`src/rtl/key_toggle_latch.sv`:
```
// Eight-key debounce and toggle stage: synchronises raw buttons, debounces them,
// and flips one output bit per clean press, with a one-cycle press pulse per key.
module key_toggle_latch #(
    parameter int DEB_CNT = 4,
    parameter int CNT_W   = 4
) (
    input  logic       clk190hz,
    input  logic       rst,
    input  logic [7:0] key_raw,
    input  logic       clr,
    output logic [7:0] bits,
    output logic [7:0] key_evt,
    output logic       any_evt
);

    localparam logic [CNT_W-1:0] CNT_LAST = CNT_W'(DEB_CNT - 1);
    localparam logic [CNT_W-1:0] CNT_ZERO = '0;
    localparam logic [CNT_W-1:0] CNT_ONE  = CNT_W'(1);

    logic [7:0]       s1_q, s1_d;
    logic [7:0]       s2_q, s2_d;
    logic [7:0]       stable_q, stable_d;
    logic [CNT_W-1:0] cnt_q [8];
    logic [CNT_W-1:0] cnt_d [8];
    logic [7:0]       bits_q, bits_d;
    logic [7:0]       key_evt_q, key_evt_d;
    logic             any_evt_q, any_evt_d;
    logic [7:0]       press;

    always_comb begin
        s1_d = key_raw;
        s2_d = s1_q;
    end

    // A key's stable state flips only after DEB_CNT consecutive disagreeing samples.
    always_comb begin
        stable_d = stable_q;
        press    = 8'h00;
        for (int i = 0; i < 8; i++) begin
            cnt_d[i] = cnt_q[i];
            if (s2_q[i] == stable_q[i]) begin
                cnt_d[i] = CNT_ZERO;
            end else if (cnt_q[i] == CNT_LAST) begin
                stable_d[i] = s2_q[i];
                cnt_d[i]    = CNT_ZERO;
                press[i]    = s2_q[i];
            end else begin
                cnt_d[i] = cnt_q[i] + CNT_ONE;
            end
        end
    end

    // Clear wins over toggles on the same edge, but press pulses are still reported.
    always_comb begin
        bits_d    = clr ? 8'h00 : (bits_q ^ press);
        key_evt_d = press;
        any_evt_d = |press;
    end

    always_ff @(posedge clk190hz or negedge rst) begin
        if (!rst) begin
            s1_q      <= 8'h00;
            s2_q      <= 8'h00;
            stable_q  <= 8'h00;
            bits_q    <= 8'h00;
            key_evt_q <= 8'h00;
            any_evt_q <= 1'b0;
            for (int i = 0; i < 8; i++) begin
                cnt_q[i] <= CNT_ZERO;
            end
        end else begin
            s1_q      <= s1_d;
            s2_q      <= s2_d;
            stable_q  <= stable_d;
            bits_q    <= bits_d;
            key_evt_q <= key_evt_d;
            any_evt_q <= any_evt_d;
            for (int i = 0; i < 8; i++) begin
                cnt_q[i] <= cnt_d[i];
            end
        end
    end

    assign bits    = bits_q;
    assign key_evt = key_evt_q;
    assign any_evt = any_evt_q;

endmodule

```
`config.mk`:
```
export PLATFORM = sky130hd
export DESIGN_NAME = key_toggle_latch
export DESIGN_NICKNAME = d
export VERILOG_FILES = /design/src/rtl/key_toggle_latch.sv
export SDC_FILE = /design/constraint.sdc
export NUM_CORES = 1
export LEC_CHECK = 0
export ABC_AREA = 1
export CAP_MARGIN = 20
export CORE_UTILIZATION = 40
export DETAILED_ROUTE_END_ITERATION = 7
export HOLD_SLACK_MARGIN = 0.1
export PLACE_DENSITY_LB_ADDON = 0.3
export SLEW_MARGIN = 20
export SYNTH_ARGS = -nofsm -noshare
export SYNTH_HDL_FRONTEND = slang
export SYNTH_SLANG_ARGS = --single-unit
```
`constraint.sdc`:
```
create_clock -name clk190hz -period 1.4 [get_ports clk190hz]
set_clock_uncertainty 0.2 [all_clocks]
set_input_delay 0.35 -clock clk190hz [delete_from_list [all_inputs] [get_ports clk190hz]]
set_output_delay 0.35 -clock clk190hz [all_outputs]
set_load 0.01 [all_outputs]
```
Word level (Yosys, flattened, before mapping). Cells that the tools add are included.

ROM bits: 0. RAM bits: 0. Bits in latches: 0. Register bits: 73. Memories: 0. Logic and storage cells: 96.

Muxes and demuxes: 33. Eq/ne operators: 16. Order comparisons: 0. Shift operators: 0. $add $sub $neg: 8. Bitwise operators: 9. Reductions and logical operators: 9. Div/mod/pow operators: 0. Multipliers: 0.

Operator list (number): $mux 4 (16); $add 4x1->4 const B (8); $eq 4x2->1 const B (8); $mux 1 (16); $reduce_and 2->1 (8); $eq 1x1->1 (8); $mux 8 (1); $not 1->1 (8); $reduce_or 8->1 (1); $xor 8x8->8 (1).

Depth between registers and ports, before layout.
Depth after elaboration: 5. Depth in mapped cells: 6. Gate-level depth less buffers: 6.

Worst setup path before layout. OpenSTA, ideal clock, no wires.

Kind: reg-to-reg. From: register cnt_q[20] (netlist bit). To: register any_evt_q, in the netlist any_evt. Clock period less this slack: 1.201 ns. Cell stages (with the launch flop): 6. Required time: 1.081 ns. Setup slack: 0.199 ns. Arrival: 0.882 ns. Setup time: 0.119 ns. Path buffers: 0. Path through: dfrtp_1 > ha_1 > nand4_1 > nand2_1 > nor2_1 > nand2_1.

Cells in the longest elaborated chain, start to end: 4.

RTL lines: start: declaration (line 23) `logic [CNT_W-1:0] cnt_q [8];`; start signal: indexed assignment (line 79) `cnt_q[i] <= cnt_d[i];`; $eq 4x2->1 (line 43) `end else if (cnt_q[i] == CNT_LAST) begin`; $mux 1 (line 43); $mux 1 (line 41) `if (s2_q[i] == stable_q[i]) begin`; $reduce_or 8->1 (line 57) `any_evt_d = |press;`; via any_evt_d (line 27) `logic any_evt_q, any_evt_d;`; end signal: assignment (line 77) `any_evt_q <= any_evt_d;`; end: declaration (line 27).

The timed path passes the listed nets, and every way through them passes these cells. A chain may end at the register's enable or synchronous reset.

Worst setup path after layout.
From: register bits_q[1], in the netlist bits[1]. To: output port bits[1].

RTL lines: start: declaration (line 25) `logic [7:0] bits_q, bits_d;`; start signal: assignment (line 75) `bits_q <= bits_d;`; end: declaration (line 11) `output logic [7:0] bits,`.

No word-level cell between the ends.

==> parameters.txt <==
Parameter                              Value

Route
  First-iteration detailed-routing DRC count    84
  Average via count per standard cell    4.47
  Detailed-route DRC error count    0
  Total number of vias    1878
  Final wirelength    4.42 mm
  Detailed Routing Iterations Pass 1    4
  Final routed wire length divided by cell count    10.5 µm
  Count of nets left with antenna violations after detail routing    0

Final layout
  Count of antenna diodes in the layout    0
  Final Instance Area    3510 µm²
  Synthesis-to-layout area growth    21.1%
  Fill cell total of the finished layout    643
  Layout cell share with drive strength beyond 1    24.4%
  Post-layout nets    341

Die
  Die Wd    87.2 µm
  DIE AREA    7600 µm²
  Die outline height    87.2 µm
  Effective utilization at floorplan    42.0%
  Core Footprint    6910 µm²
  Number of core rows    30
  Number of primary I/O pins    28

Timing
  Worst-margin pin slew    0.376 ns
  Unrepaired setup endpoints after global routing    yes
  Fmax achieved    between 0.7 and 0.8 GHz
  Final period utilization    101%
  Worst setup slack after layout    -0.00893 ns
  Final Hold Fails    0
  Total negative slack    -0.0145 ns
  Final setup vio count    4
  Final count of pins violating max slew    0
  Remaining max-slew budget at the tightest pin    between 70 and 80%
  Final critical delay including setup and external delays    1.41 ns

CTS
  Worst-Skew Late Latency    0.34 ns
  Clock slew seen by the registers of the worst setup and hold paths    about 0.070 ns
  Clock buffer count from CTS    9
  Buffer levels on the longest clock path    2
  CTS Sinks    73
  Clock tree root buffer cell    clkbuf_8
  Clock tree from TritonCTS    yes
  Count of H-tree levels built during CTS    3

Setup path
  Crit path max fanout    2
  Critical-path top delay cell    dfrtp_1
  Worst stage delay on the critical path    0.38 ns
  Critical-path cell list    buf_2
  Category of the most critical setup path    register to primary output
  Crit path buffers/inverters    1
  Data arrival, critical path    0.86 ns
  Critical Path End Type    primary output
  Crit path launch type    register
  Worst EP required    between 0.8 and 0.9 ns
  Cell family contributing the most delay on the critical path    flip-flops

Power and ir drop
  Largest vdd supply drop    0.615 mV
  Total power    5.48 mW
  Power per cell area    1560 nW/µm²
  Cell leakage power    1.71 nW

Global routing
  Initial antenna violation count    0
  Number of global-route vias before repair    1880
  Total routing resource utilization after global routing    13.8%
  Grt total ovfl    0
  Pin count of the biggest net entering global routing    74
  Global-route wire length before repair    roughly 7.7 mm

Logic synthesis
  Synthesized area per cell    10.7 µm²
  Top cell type's share of synthesized area    63.0%
  Register area share after synthesis    between 60% and 70%
  Ranking of synthesized cells by area    dfrtp_1 (63%), nor2_1 (6.9%), nand2_1 (4.9%), ha_1 (3.4%), nor2_4 (3.1%)
  Yosys warning total    0
  Netlist cell types    17
  Flops & latches, synth    73
  Synth area leader    dfrtp_1
  Post-synthesis cell area    2900 µm²
  Net count after synthesis    290
  Synthesized instance count    roughly 270

Placement
  Final weighted congestion in routability-driven placement    about 0.76
  Placed wire-length estimate    between 3 and 4 mm
  Input/output buffers    27
  Standard cell area after detailed placement    3370 µm²

Job
  Number of maximum-capacitance constraint violations    0

Min path
  HP Class    register to register

Status
  Failing checks    setup timing
  Run status    finished with violations
-- registers in the layout, summed over array words and instances (netlist names) --
| name | count |
|---|---|
| any_evt | 1 |
| key_evt | 8 |
| s2_q | 8 |
| stable_q | 8 |
| s1_q | 8 |
| cnt_q | 32 |
| bits | 8 |
-- final cells by class --
class / instances / area [µm²] / share of cell area, %
clock buffer: 13 / 169 / 4.81
sequential: 73 / 1830 / 52.0
tap: 96 / 120 / 3.42
multi-input combinational: 182 / 1030 / 29.2
inverter: 16 / 60.1 / 1.71
timing repair buffer: 40 / 312 / 8.86
-- per-stage QoR --
stage | hold WS, ns | util, % | setup WS, ns | std cells
6_report | 0.147 | 50.9 | -0.00893 | 420
5_1_grt | 0.152 | 50.9 | -0.0453 | 420
4_1_cts | 0.151 | 50.4 | -0.0278 | 418
3_5_place_dp | 0.136 | 48.8 | -0.0380 | 402
3_3_place_gp | 0.133 | 48.8 | -0.0229 | 402
2_1_floorplan | -0.146 | - | 0.199 | 271
-- cells by family (layout without fill, tap and decap cells) --
logic type | count (synthesis) | count (layout) | synth area share [%]
AOI/OAI and AO/OA | 22 | 22 | 4.40
xor gates and xnor gates | 17 | 17 | 5.13
adders and majority gates | 8 | 8 | 3.45
buffers and inverters | 16 | 69 | 2.07
DFF | 73 | 73 | 63.0
and+or+nand+nor | 135 | 135 | 22.0
-- routing by layer --
metal,part of all wire [%],GRT usage (%),up-vias,routed length (µm)
met5,0,0,-,0
met4,3.6,11.8,0,160
met3,3.3,2.56,11,148
met2,48,22.7,21,2110
met1,45,15.6,887,2010
li1,-,-,959,-
-- report_power, final --
part           total, mW  switching [mW]  internal (mW)
clock               1.43           0.671          0.760
sequential          2.80           0.295           2.51
combinational       1.25           0.703          0.545
total               5.48            1.67           3.81
-- synth_stat cells --
master and number:
nor2_1 53, dfrtp_1 73, nand2_1 38, nand2_2 8, nor2_4 8, and2_1 1, o21ai_1 7, o21ai_0 8
inv_2 5, nor2_2 11, ha_1 8, xnor2_1 8, inv_1 11, xor2_1 9, nand4_1 1, o21a_1 7
nand3_1 15
-- cell usage in the layout (no fill, tap or decap) --
| cell | instances |
|---|---|
| xnor2_1 | 8 |
| nand4_1 | 1 |
| dfrtp_1 | 73 |
| clkbuf_8 | 12 |
| nand2_1 | 38 |
| clkbuf_1 | 1 |
| inv_2 | 5 |
| nor2_4 | 8 |
| inv_1 | 11 |
| and2_1 | 1 |
| buf_12 | 2 |
| nor2_1 | 52 |
| clkdlybuf4s50_1 | 9 |
| dlygate4sd3_1 | 1 |
| o21ai_1 | 7 |
| nor2_2 | 12 |
| ha_1 | 4 |
| buf_6 | 1 |
| o21ai_0 | 8 |
| nand3_1 | 15 |
| buf_2 | 17 |
| ha_2 | 4 |
| buf_4 | 10 |
| xor2_1 | 9 |
| nand2_2 | 8 |
| o21a_1 | 7 |
-- repair_timing --
| action | CTS | global route |
|---|---|---|
| endpoints found under the setup margin | 17 | 19 |
| resized for setup | 68 | 6 |
| hold buffers | 1 | 0 |
| buffers inserted | 2 | 2 |
| hold endpoints to repair | 73 | 0 |
| cloned | 0 | 0 |
-- final timing paths --
check	from	endpoint	slack, ns	depth (start not counted)
min in group asynchronous	rst	s2_q[4]$_DFF_PN0_	0.36	3
setup / recovery	bits[1]$_DFF_PN0_	bits[1]	-0.009	1
hold reg to reg	s1_q[4]$_DFF_PN0_	s2_q[4]$_DFF_PN0_	0.15	0
max in group asynchronous	rst	cnt_q[25]$_DFF_PN0_	0.33	3
hold / removal	s1_q[4]$_DFF_PN0_	s2_q[4]$_DFF_PN0_	0.15	0
setup reg to reg	cnt_q[24]$_DFF_PN0_	any_evt$_DFF_PN0_	0.11	5
(Power assumes the default switching activity.)
